--- src/rtl/encrypt_v2_second_sol.sv ---
// Iterative PRESENT-80 encryption engine: one round per clock behind a 4-phase req/ack handshake.
// Optional macro ENCRYPT_ZEROIZE_EN clears c on the DONE -> IDLE edge.
module encrypt_v2_second_sol #(
    parameter int N_K = 80,
    parameter int N_B = 64
) (
    input  logic           clk,
    input  logic           rst_n,
    input  logic           req,
    output logic           ack,
    input  logic [N_K-1:0] k,
    input  logic [N_B-1:0] m,
    output logic [N_B-1:0] c
);

    localparam logic [1:0] ST_IDLE = 2'd0;
    localparam logic [1:0] ST_RUN  = 2'd1;
    localparam logic [1:0] ST_FIN  = 2'd2;
    localparam logic [1:0] ST_DONE = 2'd3;

    logic [1:0]     state;
    logic [N_B-1:0] s;
    logic [N_K-1:0] key;
    logic [4:0]     rnd;

    logic [N_B-1:0] round_in;
    logic [N_B-1:0] sub;
    logic [N_B-1:0] perm;
    logic [N_K-1:0] key_rot;
    logic [N_K-1:0] key_next;

    function automatic logic [3:0] sbox(input logic [3:0] x);
        logic [3:0] y;
        case (x)
            4'h0: y = 4'hC;
            4'h1: y = 4'h5;
            4'h2: y = 4'h6;
            4'h3: y = 4'hB;
            4'h4: y = 4'h9;
            4'h5: y = 4'h0;
            4'h6: y = 4'hA;
            4'h7: y = 4'hD;
            4'h8: y = 4'h3;
            4'h9: y = 4'hE;
            4'hA: y = 4'hF;
            4'hB: y = 4'h8;
            4'hC: y = 4'h4;
            4'hD: y = 4'h7;
            4'hE: y = 4'h1;
            default: y = 4'h2;
        endcase
        return y;
    endfunction

    // Round datapath: add round key, substitution layer, bit permutation, next round key.
    always_comb begin
        round_in = s ^ key[N_K-1 -: N_B];
        sub      = '0;
        for (int unsigned i = 0; i < 16; i++) begin
            sub[6'(4*i) +: 4] = sbox(round_in[6'(4*i) +: 4]);
        end
        perm = '0;
        for (int unsigned j = 0; j < 63; j++) begin
            perm[6'((16*j) % 63)] = sub[6'(j)];
        end
        perm[63] = sub[63];

        key_rot           = {key[18:0], key[79:19]};
        key_next          = key_rot;
        key_next[79:76]   = sbox(key_rot[79:76]);
        key_next[19:15]   = key_rot[19:15] ^ rnd;
    end

    always_ff @(posedge clk or negedge rst_n) begin
        if (!rst_n) begin
            state <= ST_IDLE;
            s     <= '0;
            key   <= '0;
            rnd   <= '0;
            c     <= '0;
            ack   <= 1'b0;
        end else begin
            case (state)
                ST_IDLE: begin
                    if (req) begin
                        s     <= m;
                        key   <= k;
                        rnd   <= 5'd1;
                        state <= ST_RUN;
                    end
                end
                ST_RUN: begin
                    s   <= perm;
                    key <= key_next;
                    if (rnd == 5'd31) begin
                        state <= ST_FIN;
                    end else begin
                        rnd <= rnd + 5'd1;
                    end
                end
                ST_FIN: begin
                    // Whitening with round key 32 straight into the output register.
                    c     <= s ^ key[N_K-1 -: N_B];
                    ack   <= 1'b1;
                    state <= ST_DONE;
                end
                ST_DONE: begin
                    if (!req) begin
                        ack   <= 1'b0;
                        state <= ST_IDLE;
`ifdef ENCRYPT_ZEROIZE_EN
                        c     <= '0;
`endif
                    end
                end
                default: state <= ST_IDLE;
            endcase
        end
    end

endmodule

--- config.mk ---
export PLATFORM = sky130hd
export DESIGN_NAME = encrypt_v2_second_sol
export DESIGN_NICKNAME = d
export VERILOG_FILES = /design/src/rtl/encrypt_v2_second_sol.sv
export SDC_FILE = /design/constraint.sdc
export NUM_CORES = 1
export LEC_CHECK = 0
export CAP_MARGIN = 20
export CORE_MARGIN = 2
export CORE_UTILIZATION = 39
export CTS_CLUSTER_SIZE = 12
export DETAILED_ROUTE_END_ITERATION = 10
export SLEW_MARGIN = 15
export SYNTH_ARGS = -nofsm -noshare
export SYNTH_HDL_FRONTEND = slang
export SYNTH_SLANG_ARGS = --single-unit
--- constraint.sdc ---
create_clock -name clk -period 3.15 [get_ports clk]
set_clock_uncertainty 0.1 [all_clocks]
set_input_delay 0.7875 -clock clk [delete_from_list [all_inputs] [get_ports clk]]
set_output_delay 0.7875 -clock clk [all_outputs]
set_load 0.01 [all_outputs]
==> run_results.csv <==
group,metric,value,unit
worst_setup_path,cp-startpoint,"state[0]",
worst_setup_path,cp-end-kind,"flip-flop",
global_routing,grt_max_degree,131,
worst_setup_path,r2r_cells,6,
worst_setup_path,r2r_end,"s[49]",
timing,setup_viol,0,
floorplan,fp.dieH,186.6,microns
timing,rsz0062_at_grt,"no",
route,wl_met1,19870,microns
pwr,total_power,0.02375,W
worst_setup_path,rrSetupSlack,0.57,ns
pwr,leakagePower,7.057,nW
logic_synthesis,ys_ff_latch,216,
floorplan,io_pins,212,
worst_setup_path,crit_type,"reg -> reg",
floorplan,rows,66,
logic_synthesis,synth_area_leaders,"dfrtp_1 42%, a21oi_1 6.4%, nor2_1 6.1%",
finish,stdcell_area,16630,sq um
floorplan,die_area,34820,sq um
clock_tree,clkTransAtPathRegs,0.06,ns
timing,period_share,81.92,%
floorplan,fp.dieW,186.6,microns
worst_setup_path,crit_slowest_cell,"nor2b_4",
placed_design,dp_hpwl,33200,microns
clock_tree,clk_latency,0.54,ns
route,drc,0,
placed_design,dpl_cell_area,15780,sq um
route,ant_nets,0,
timing,max-slew-margin-rel,44.38,%
worst_setup_path,crit_chain,"inv_1 -> ha_4 -> nor2b_4 -> buf_4 -> nor4_1 -> a221o_1",
logic_synthesis,yosys.cell_count.top_type,"dfrtp_1",
logic_synthesis,synth_top_area_cell,"dfrtp_1",
worst_setup_path,cp.required,3.48,ns
route,initialDrtViolationCount,1067,
finish,n_fill_cell,3088,
global_routing,grt_pass1_wl,69430,microns
timing,drv_slew,0,
logic_synthesis,yosysWarnings,0,
worst_setup_path,arrival,2.91,ns
pwr,ir_worst_vdd,0.7685,mV
clock_tree,post_cts_resized,0,
finish,final_nets,1795,
global_routing,antenna_found_initial,1,
timing,finalHoldViolations,0,
hold_path,hold_path_class,"in -> async",
route,highest_layer,"met5",
clock_tree,cts_buffer_depth,3,
worst_setup_path,crit_fanout,28,
worst_setup_path,critical_path.max_stage_delay,0.59,ns
worst_setup_path,critPathLaunchType,"flip-flop",
finish,finish.utilization,50.87,%
logic_synthesis,async_flop_share,100.0,%
route,wl_per_cell,22.17,microns
timing,timing.fmax,387.5,MHz
timing,setup_tns,0,ns
clock_tree,cts_root_buf,"clkbuf_16",
floorplan,core-area,32700,sq um
floorplan,initial_core_util,39.77,%
outcome,status,"finished clean",
logic_synthesis,synth_edf_count,0,
timing,tightest_slew,0.8288,ns
timing,min_period,2.580,ns
global_routing,grt_pass1_vias,11289,
route,drt_pass1_iterations,5,
placed_design,gp_congestion,0.8942,
route,vias,11680,
clock_tree,holdBufCountCts,0,
logic_synthesis,yosysSeqAreaShare,41.57,%
logic_synthesis,synth_nets,1606,
clock_tree,cts_tree,"done",
global_routing,overflow,0,
logic_synthesis,avgSynthCellArea,9.295,sq um
route,wirelength,45400,microns
clock_tree,cts.sinks,216,
logic_synthesis,synth_common_cells,"216 x dfrtp_1, 211 x nor2_1, 167 x a21oi_1",
clock_tree,cts_made_buffers,26,
clock_tree,post_cts_buffers,0,
finish,syn_to_final_growth,27.92,%
logic_synthesis,syn_area,13000,sq um
route,route.met2.wl,20670,microns
logic_synthesis,synthFlopType,"dfrtp_1",
route,vias_per_cell,5.703,
route,route.met3.wl,3318,microns
logic_synthesis,synth_cells,1399,
pwr,p_per_area,1428,nW/um^2
global_routing,groute.usage.overall,25.80,%
logic_synthesis,synth_top_area_share,41.57,%
timing,fin_hold_ws,0.1076,ns
job,max_cap_viol_count,0,
finish,antenna_cells,0,
finish,drive_gt1_share,9.091,%
clock_tree,cts_max_level,1,
worst_setup_path,critical_path.reg2reg.startpoint,"state[0]",
placed_design,port_buffers,211,
logic_synthesis,yosysUniqueCellTypes,45,
[cell type report]
cell class	count	area, sq um	area share (%)
Clock buffer	35	745.7	4.483
Timing Repair Buffer	257	2557	15.37
Sequential cell	216	5405	32.49
Clock inverter	11	107.6	0.6469
Tap cell	442	553.0	3.325
Multi-Input combinational cell	997	6928	41.65
Inverter	90	337.8	2.031
[cell usage in the layout, fill, tap and decap left out, types with 16 or more instances in the layout]
cell,n
a21oi_1,167
a221o_1,39
a22oi_1,23
a31oi_1,16
and3_1,25
buf_4,38
clkbuf_16,27
clkdlybuf4s50_1,209
dfrtp_1,216
ha_1,57
inv_1,87
mux2_2,17
mux2i_1,33
mux4_2,24
nand2_1,65
nand3_1,56
nor2_1,211
o21ai_0,29
o22ai_1,79
xnor2_1,59
xor2_1,20
[power by group]
group	internal, W	total, W	switching (W)
logic	0.00678	0.0149	0.00810
clock network	0.00181	0.00303	0.00122
registers	0.00421	0.00584	0.00163
total	0.0128	0.0237	0.0110
[how the worst max path moves through the flow]
| stage | endpoint | slack (ns) | cells after the start |
|---|---|---|---|
| after global placement | state[1] | 0.69 | 4 |
| final | s[49] | 0.57 | 6 |
| after floorplan | s[32] | 0.97 | 5 |
| after CTS | s[49] | 0.60 | 6 |
| after global routing | s[53] | 0.45 | 7 |
| after detailed placement | s[49] | 0.60 | 6 |
[metal layers]
| metal | up-vias | global-route usage, % |
|---|---|---|
| met4 | 2 | 8.120 |
| met2 | 474 | 40.42 |
| met3 | 70 | 3.517 |
| met5 | - | 0 |
| li1 | 5392 | - |
| met1 | 5742 | 37.05 |
[cell families (layout without fill, tap and decap cells)]
group                    Yosys count  in the layout  synth area share (%)
buffers and inverters            186            393                 5.590
XOR/XNOR                          83             83                 5.908
adder cells (fa/ha/maj)           60             60                 5.773
multiplexers                      82             82                 9.785
AO/OA/AOI/OAI                    395            395                 19.14
flip-flops                       216            216                 41.57
AND/OR/NAND/NOR                  377            377                 12.24
[registers in the layout (all words and copies together) (netlist names)]
name / count
state: 2
key: 80
rnd: 5
c: 64
ack: 1
s: 64
[critical path: cells and delay by family, from the launching register on]
family,cells,cell delay (ns)
and+or+nand+nor,2,0.68
DFF,1,0.44
adders and majority gates,1,0.40
AOI/OAI and AO/OA,1,0.29
buffers and inverters,2,0.57
[stage by stage]
step,cells,setup slack (ns)
final,2048,0.5696
after detailed placement,2002,0.6048
after global placement,2002,0.6876
after global routing,2048,0.4505
after floorplan,1399,0.9723
after CTS,2048,0.5993
Note: power is estimated with default switching activity, not from simulation.
